[src/rtl/addsub_accum_ctrl.sv]
// addsub_accum_ctrl: sequencing front-end for the external 8-bit adder/subtractor.
// Accepts ADD/SUB/LOAD/CLEAR commands, drives the adder during a one-cycle
// EXEC state, and captures the result into an 8-bit accumulator. Each updated
// value goes out over a valid/ready response stream. The block also keeps a
// saturating count of zero results.
// Optional feature: define ADDSUB_ACC_SAT_EN for saturating accumulate
// (ADD carry clamps to 0xFF, SUB borrow clamps to 0x00).
module addsub_accum_ctrl #(
    parameter int ZCNT_W = 8
) (
    input  logic              clk,
    input  logic              reset,
    input  logic              in_valid,
    output logic              in_ready,
    input  logic [1:0]        in_op,
    input  logic [7:0]        in_data,
    output logic              do_sub,
    output logic [7:0]        a,
    output logic [7:0]        b,
    input  logic [7:0]        sum,
    input  logic              sum_zero,
    output logic              out_valid,
    input  logic              out_ready,
    output logic [7:0]        out_acc,
    output logic              out_zero,
    output logic              out_wrap,
    output logic [ZCNT_W-1:0] zero_count
);

    typedef enum logic [1:0] {
        IDLE = 2'd0,
        EXEC = 2'd1,
        RESP = 2'd2
    } state_t;

    localparam logic [1:0] OP_ADD   = 2'b00;
    localparam logic [1:0] OP_SUB   = 2'b01;
    localparam logic [1:0] OP_LOAD  = 2'b10;
    localparam logic [1:0] OP_CLEAR = 2'b11;

    state_t            state;
    state_t            state_next;
    logic [1:0]        op_reg;
    logic [7:0]        operand;
    logic [7:0]        acc;
    logic              sub_reg;
    logic              zero_reg;
    logic              wrap_reg;
    logic [ZCNT_W-1:0] zcnt;

    logic              accept;
    logic              resp_done;
    logic [7:0]        acc_next;
    logic              zero_next;
    logic              wrap_next;

    // Ready is gated by reset so no command can be taken in the reset cycle.
    assign in_ready   = (state == IDLE) && !reset;
    assign out_valid  = (state == RESP);
    assign a          = acc;
    assign b          = operand;
    assign do_sub     = sub_reg;
    assign out_acc    = acc;
    assign out_zero   = zero_reg;
    assign out_wrap   = wrap_reg;
    assign zero_count = zcnt;

    // Next-state logic and the two handshake strobes.
    always_comb begin
        state_next = state;
        accept     = 1'b0;
        resp_done  = 1'b0;
        case (state)
            IDLE: begin
                if (in_valid) begin
                    accept     = 1'b1;
                    state_next = EXEC;
                end
            end
            EXEC: begin
                state_next = RESP;
            end
            RESP: begin
                if (out_ready) begin
                    resp_done  = 1'b1;
                    state_next = IDLE;
                end
            end
            default: begin
                state_next = IDLE;
            end
        endcase
    end

    // Work out the new accumulator value, wrap flag and zero flag for the latched command.
    always_comb begin
        acc_next  = acc;
        wrap_next = 1'b0;
        zero_next = zero_reg;
        case (op_reg)
            OP_ADD: begin
                acc_next  = sum;
                wrap_next = (sum < acc);
                zero_next = sum_zero;
            end
            OP_SUB: begin
                acc_next  = sum;
                wrap_next = (operand > acc);
                zero_next = sum_zero;
            end
            OP_LOAD: begin
                acc_next  = operand;
                zero_next = (operand == 8'h00);
            end
            default: begin
                acc_next  = 8'h00;
                zero_next = 1'b1;
            end
        endcase
`ifdef ADDSUB_ACC_SAT_EN
        if ((op_reg == OP_ADD || op_reg == OP_SUB) && wrap_next) begin
            acc_next = (op_reg == OP_ADD) ? 8'hFF : 8'h00;
        end
        if (op_reg == OP_ADD || op_reg == OP_SUB) begin
            zero_next = (acc_next == 8'h00);
        end
`endif
    end

    // State register.
    always_ff @(posedge clk) begin
        if (reset) begin
            state <= IDLE;
        end else begin
            state <= state_next;
        end
    end

    // Command latch, accumulator/flag capture and the zero-result counter.
    always_ff @(posedge clk) begin
        if (reset) begin
            op_reg   <= OP_ADD;
            operand  <= 8'h00;
            sub_reg  <= 1'b0;
            acc      <= 8'h00;
            zero_reg <= 1'b1;
            wrap_reg <= 1'b0;
            zcnt     <= '0;
        end else begin
            if (accept) begin
                op_reg  <= in_op;
                operand <= in_data;
                sub_reg <= (in_op == OP_SUB);
            end
            if (state == EXEC) begin
                acc      <= acc_next;
                zero_reg <= zero_next;
                wrap_reg <= wrap_next;
            end
            if (resp_done && zero_reg && !(&zcnt)) begin
                zcnt <= zcnt + ZCNT_W'(1);
            end
        end
    end

endmodule

[config.mk]
export PLATFORM = sky130hd
export DESIGN_NAME = addsub_accum_ctrl
export DESIGN_NICKNAME = d
export VERILOG_FILES = /design/src/rtl/addsub_accum_ctrl.sv
export SDC_FILE = /design/constraint.sdc
export NUM_CORES = 1
export LEC_CHECK = 0
export ABC_AREA = 1
export CAP_MARGIN = 5
export CORE_MARGIN = 5
export CORE_UTILIZATION = 46
export CTS_CLUSTER_SIZE = 10
export DETAILED_ROUTE_END_ITERATION = 10
export PLACE_DENSITY = 0.83
export SLEW_MARGIN = 10
export SYNTH_ARGS = -nofsm -noshare
export SYNTH_HDL_FRONTEND = slang
export SYNTH_SLANG_ARGS = --single-unit
[constraint.sdc]
create_clock -name clk -period 1.45 [get_ports clk]
set_input_delay 0.2175 -clock clk [delete_from_list [all_inputs] [get_ports clk]]
set_output_delay 0.2175 -clock clk [all_outputs]
set_load 0.05 [all_outputs]
### Yosys cells after proc, flatten, opt, wreduce, memory -nomap -nowiden

Cells that the tools add are included.

| cells by class | value |
|---|---|
| $add $sub $neg | 1 |
| magnitude comparators | 2 |
| equality and inequality tests | 7 |
| muxes and demuxes | 10 |
| reductions and logical operators | 11 |

Operators with widths:

| kind | count |
|---|---|
| 8-bit one-hot mux with 2 select lines | 1 |
| 8-bit by 1-bit adder with 8-bit output (second input constant) | 1 |
| 8-bit greater-than comparator | 1 |
| 8-bit zero test | 1 |
| 8-bit < comparator | 1 |
| 8-bit AND reduction | 1 |
| 2-bit by 1-bit equality test with 1-bit output (second input constant) | 3 |
| 2-bit one-hot mux with 3 select lines | 1 |
| 2-bit equality test (second input constant) | 2 |
| 2-bit zero test | 2 |
| 1-bit two-way mux | 4 |
| 2-bit two-way mux | 2 |
| 1-bit one-hot mux with 2 select lines | 2 |
| 1-bit logical AND | 3 |
| 1-bit zero test | 2 |
| 2-bit by 1-bit != test with 1-bit output (second input constant) | 1 |
| 2-bit != test (second input constant) | 1 |
| 2-bit AND reduction | 1 |
| 2-bit OR reduction | 1 |

| storage, ports and cells | value |
|---|---|
| bits in registers | 31 |

### Longest topological paths before layout

| depth | value |
|---|---|
| depth after elaboration | 4 |
| depth in mapped cells | 13 |
| depth with buffers taken out | 13 |

### Worst setup path before layout

OpenSTA, ideal clock, no wires.

| timing path | value |
|---|---|
| path type | register to register |
| start point | register zcnt[0] (netlist: zero_count[0]) |
| end point | register zcnt[0] (netlist: zero_count[0]) |
| arrival | 1.648 ns |
| required time | 1.302 ns |
| slack | -0.346 ns |
| stages on the path, launching flop included | 7 |
| period minus slack after synthesis | 1.796 ns |
| cells stage by stage | dfxtp_1 ha_1 nand4_4 o21ai_4 inv_4 o21ai_0 a21oi_1 |

| on the way | value |
|---|---|
| word-level cells in the longest chain between the ends | 3 |
| elaborated cells on any way between the ends | 4 |
| those cells by class | add/sub: 1; reduce/logical: 3 |

RTL lines:

| what | line | RTL |
|---|---|---|
| start, declared | 49 | `logic [ZCNT_W-1:0] zcnt;` |
| start signal, assigned | 161 | `zcnt <= zcnt + ZCNT_W'(1);` |
| branches (longest 3 deep; another with 8-bit by 1-bit adder with 8-bit output) | -- |  |

Several ways; the timed one is not identified.
A chain may end at the register's enable or synchronous reset.

### Final worst setup path

| timing path | value |
|---|---|
| start point | register acc[7] (netlist: a[7]) |
| end point | register wrap_reg (netlist: out_wrap) |

| on the way | value |
|---|---|
| word-level cells in the longest chain between the ends | 2 |
| elaborated cells on any way between the ends | 3 |
| those cells by class | order compare: 2; mux: 1 |

RTL lines:

| what | line | RTL |
|---|---|---|
| start, declared | 45 | `logic [7:0] acc;` |
| start signal, assigned | 156 | `acc <= acc_next;` |
| 8-bit greater-than comparator / 8-bit < comparator (equally long branches) | 108, 103 |  |
| 1-bit one-hot mux with 2 select lines * | 100 | `case (op_reg)` |
| end signal, assigned | 158 | `wrap_reg <= wrap_next;` |
| end, declared | 48 | `logic wrap_reg;` |

Every way passes the cells marked *; elsewhere a longest branch is shown, timed or not.

==> results.cfg <==
[hold_path]
hp-class = reg -> reg
hold_start = b[0]
hold_path_depth = 2

[run]
maxCapViolations = 0

[die]
die_area_sq_um = 5260
core_area_sq_um = 3720
die_h_microns = 72.5
initial_core_util_pct = 48.4
fp.dieW_microns = 72.5
io_pins = 60
rows = 22

[route]
routedWlPerCell_microns = 17.2
first_pass_iters = 6
via_per_inst = 5.53
wirelength_microns = 6520
first_iter_violations = 170
drcViolationCount = 0
via_count = 2097
final_antenna_net_count = 0

[synth]
yosysWarningCount = 0
syn_inst = 249
synth_nets = 288
synth_cell_types = 31
syn_area_per_cell_sq_um = 7.23
synth.ff_latch_count = 31
yosysSeqAreaShare_pct = 34.5
syn_area_sq_um = 1800

[sta]
fmax_ghz = 0.652
period_minus_slack_ns = 1.53
setup_ws_ns = -0.0841
drv_slew = 0
totalNegativeSetupSlack_ns = -0.0841
worst_pin_slew_ns = 0.397
skew_ns = 0.00901
post-route-period-util_pct = 106
setup_viol = 1
rsz0062_at_grt = yes
hold_viol_final = 0
max_slew_margin_pct = 73.5

[pwr]
leakage_nw = 1.32
total_power_mw = 2.57
ir_worst_vdd_v = 0.000630
switchingPower_mw = 0.914
clkPwrFrac_pct = 26.7
comb_power_share_pct = 35.9
seq_power_share_pct = 37.4
p_int_mw = 1.65
netSwitchingFraction_pct = 35.6
power_density_nw_per_um2 = 817

[finish]
diodes = 0
syn_to_final_growth_pct = 74.5
drive_above_1_share_pct = 35.3
stdcell_area_sq_um = 3140
nets = 369
final_util_pct = 84.5

[placement]
dp_hpwl_microns = 4420
portBuffers = 59
gp_congestion = 0.872
pre_cts_ws_ns = -0.204
dpl_cell_area_sq_um = 2960

[clock_tree]
root_buffer = clkbuf_8
cts-hold-fix-buffers = 0
clock_sinks = 31
cts_buffers = 5
htree_levels = 2
clockBufferDepth = 2
clkTransAtPathRegs_ns = 0.07
worstSkewPairLatency_ns = 0.29
cts_tree = yes

[critical_path]
startpoint_type = register
required_ns = 1.68
crit_type = reg -> reg
reg2reg_depth = 9
startpoint = a[7]
end_kind = register
crit_path_max_fanout = 3
crit_arrival_ns = 1.77
r2r_start = a[7]

[grt]
globalRoute.totalOverflow = 0
grt_start_max_net_pins = 15
grt_usage_pct = 24.2
antenna_found_initial = 0
first_global_vias = 2091
grt_pass1_wl_microns = 9920

[outcome]
status = finished with violations
violations = setup timing
## power by group through the flow
stage               Combinational, mW  Sequential [mW]  Clock [mW]
floorplan                       0.312             1.09           0
global placement                0.813            0.973           0
detailed placement              0.842            0.976           0
CTS                             0.872            0.952       0.681
global route                    0.976            0.964       0.725
finish                          0.922            0.959       0.684
## metal layers
layer	GRT usage, %	vias to the layer above	part of all wire [%]
met1	28.5	1001	39
met4	10.7	0	3.3
met2	41.5	112	50
met5	0	-	0
met3	5.68	24	7.7
li1	-	960	-
## worst max-delay path, cell delays in order (launching register included)
cell	delay [ns]
dfxtp_4	0.34
inv_1	0.08
ha_1	0.35
nand2_1	0.12
nor2_1	0.06
nor2_1	0.16
nand2_1	0.10
nand2_1	0.07
nand2_1	0.07
a21oi_2	0.12
## worst paths after layout
path / slack (ns) / endpoint
setup / recovery: -0.08 / out_wrap
hold / removal: 0.51 / a[0]
setup reg to reg: -0.08 / out_wrap
hold reg to reg: 0.51 / a[0]
## stage by stage
stage | cells | hold WS, ns
detailed placement | 365 | 0.504
finish | 379 | 0.515
global placement | 365 | 0.491
floorplan | 249 | 0.363
CTS | 375 | 0.515
global route | 379 | 0.535
## cells in the mapped netlist (all sizes together)
| cell | count | area, sq um |
|---|---|---|
| a21boi | 1 | 7.51 |
| a21o | 1 | 7.51 |
| a21oi | 20 | 104 |
| a31oi | 8 | 50.1 |
| buf | 11 | 75.1 |
| clkbuf | 2 | 8.75 |
| clkinv | 1 | 5.00 |
| dfxtp | 31 | 621 |
| ha | 16 | 200 |
| inv | 31 | 119 |
| nand2 | 71 | 267 |
| nand3 | 6 | 30.0 |
| nand4 | 4 | 40.0 |
| nor2 | 22 | 95.1 |
| nor3 | 3 | 31.3 |
| o2111ai | 1 | 8.76 |
| o211ai | 1 | 7.51 |
| o21ai | 14 | 81.3 |
| or2 | 1 | 6.26 |
| xnor2 | 4 | 35.0 |
## final cells by class
cell class	instances	area, sq um
clock buffer	7	76.3
clock inverter	1	5.00
fill	178	576
inverter	32	126
multi-input combinational	174	1040
sequential	31	668
tap	48	60.1
timing repair buffer	86	1160
## cell families after synthesis
group | count (synthesis) | share of synthesized area [%]
compound gates | 46 | 14.8
simple gates | 107 | 26.1
xor+xnor | 4 | 1.95
buf+inv | 45 | 11.5
fa+ha+maj | 16 | 11.1
flops | 31 | 34.5
## layout by cell type (no fill, tap or decap), drive strengths merged, types with 7 or more instances in the layout
| cell | Yosys | layout |
|---|---|---|
| a21oi | 20 | 20 |
| dfxtp | 31 | 31 |
| buf | 11 | 64 |
| o21ai | 14 | 14 |
| ha | 16 | 16 |
| inv | 31 | 31 |
| nand2 | 71 | 71 |
| nor2 | 22 | 23 |
| a31oi | 8 | 8 |
| clkbuf | 2 | 7 |
| clkdlybuf4s50 | 0 | 22 |
## timing repair
item,4_1_cts,5_1_grt
endpoints found under the setup margin,1,8
gates cloned,0,1
setup buffers,2,3
resized for setup,1,13
pin swaps,2,4
(Power assumes the default switching activity.)
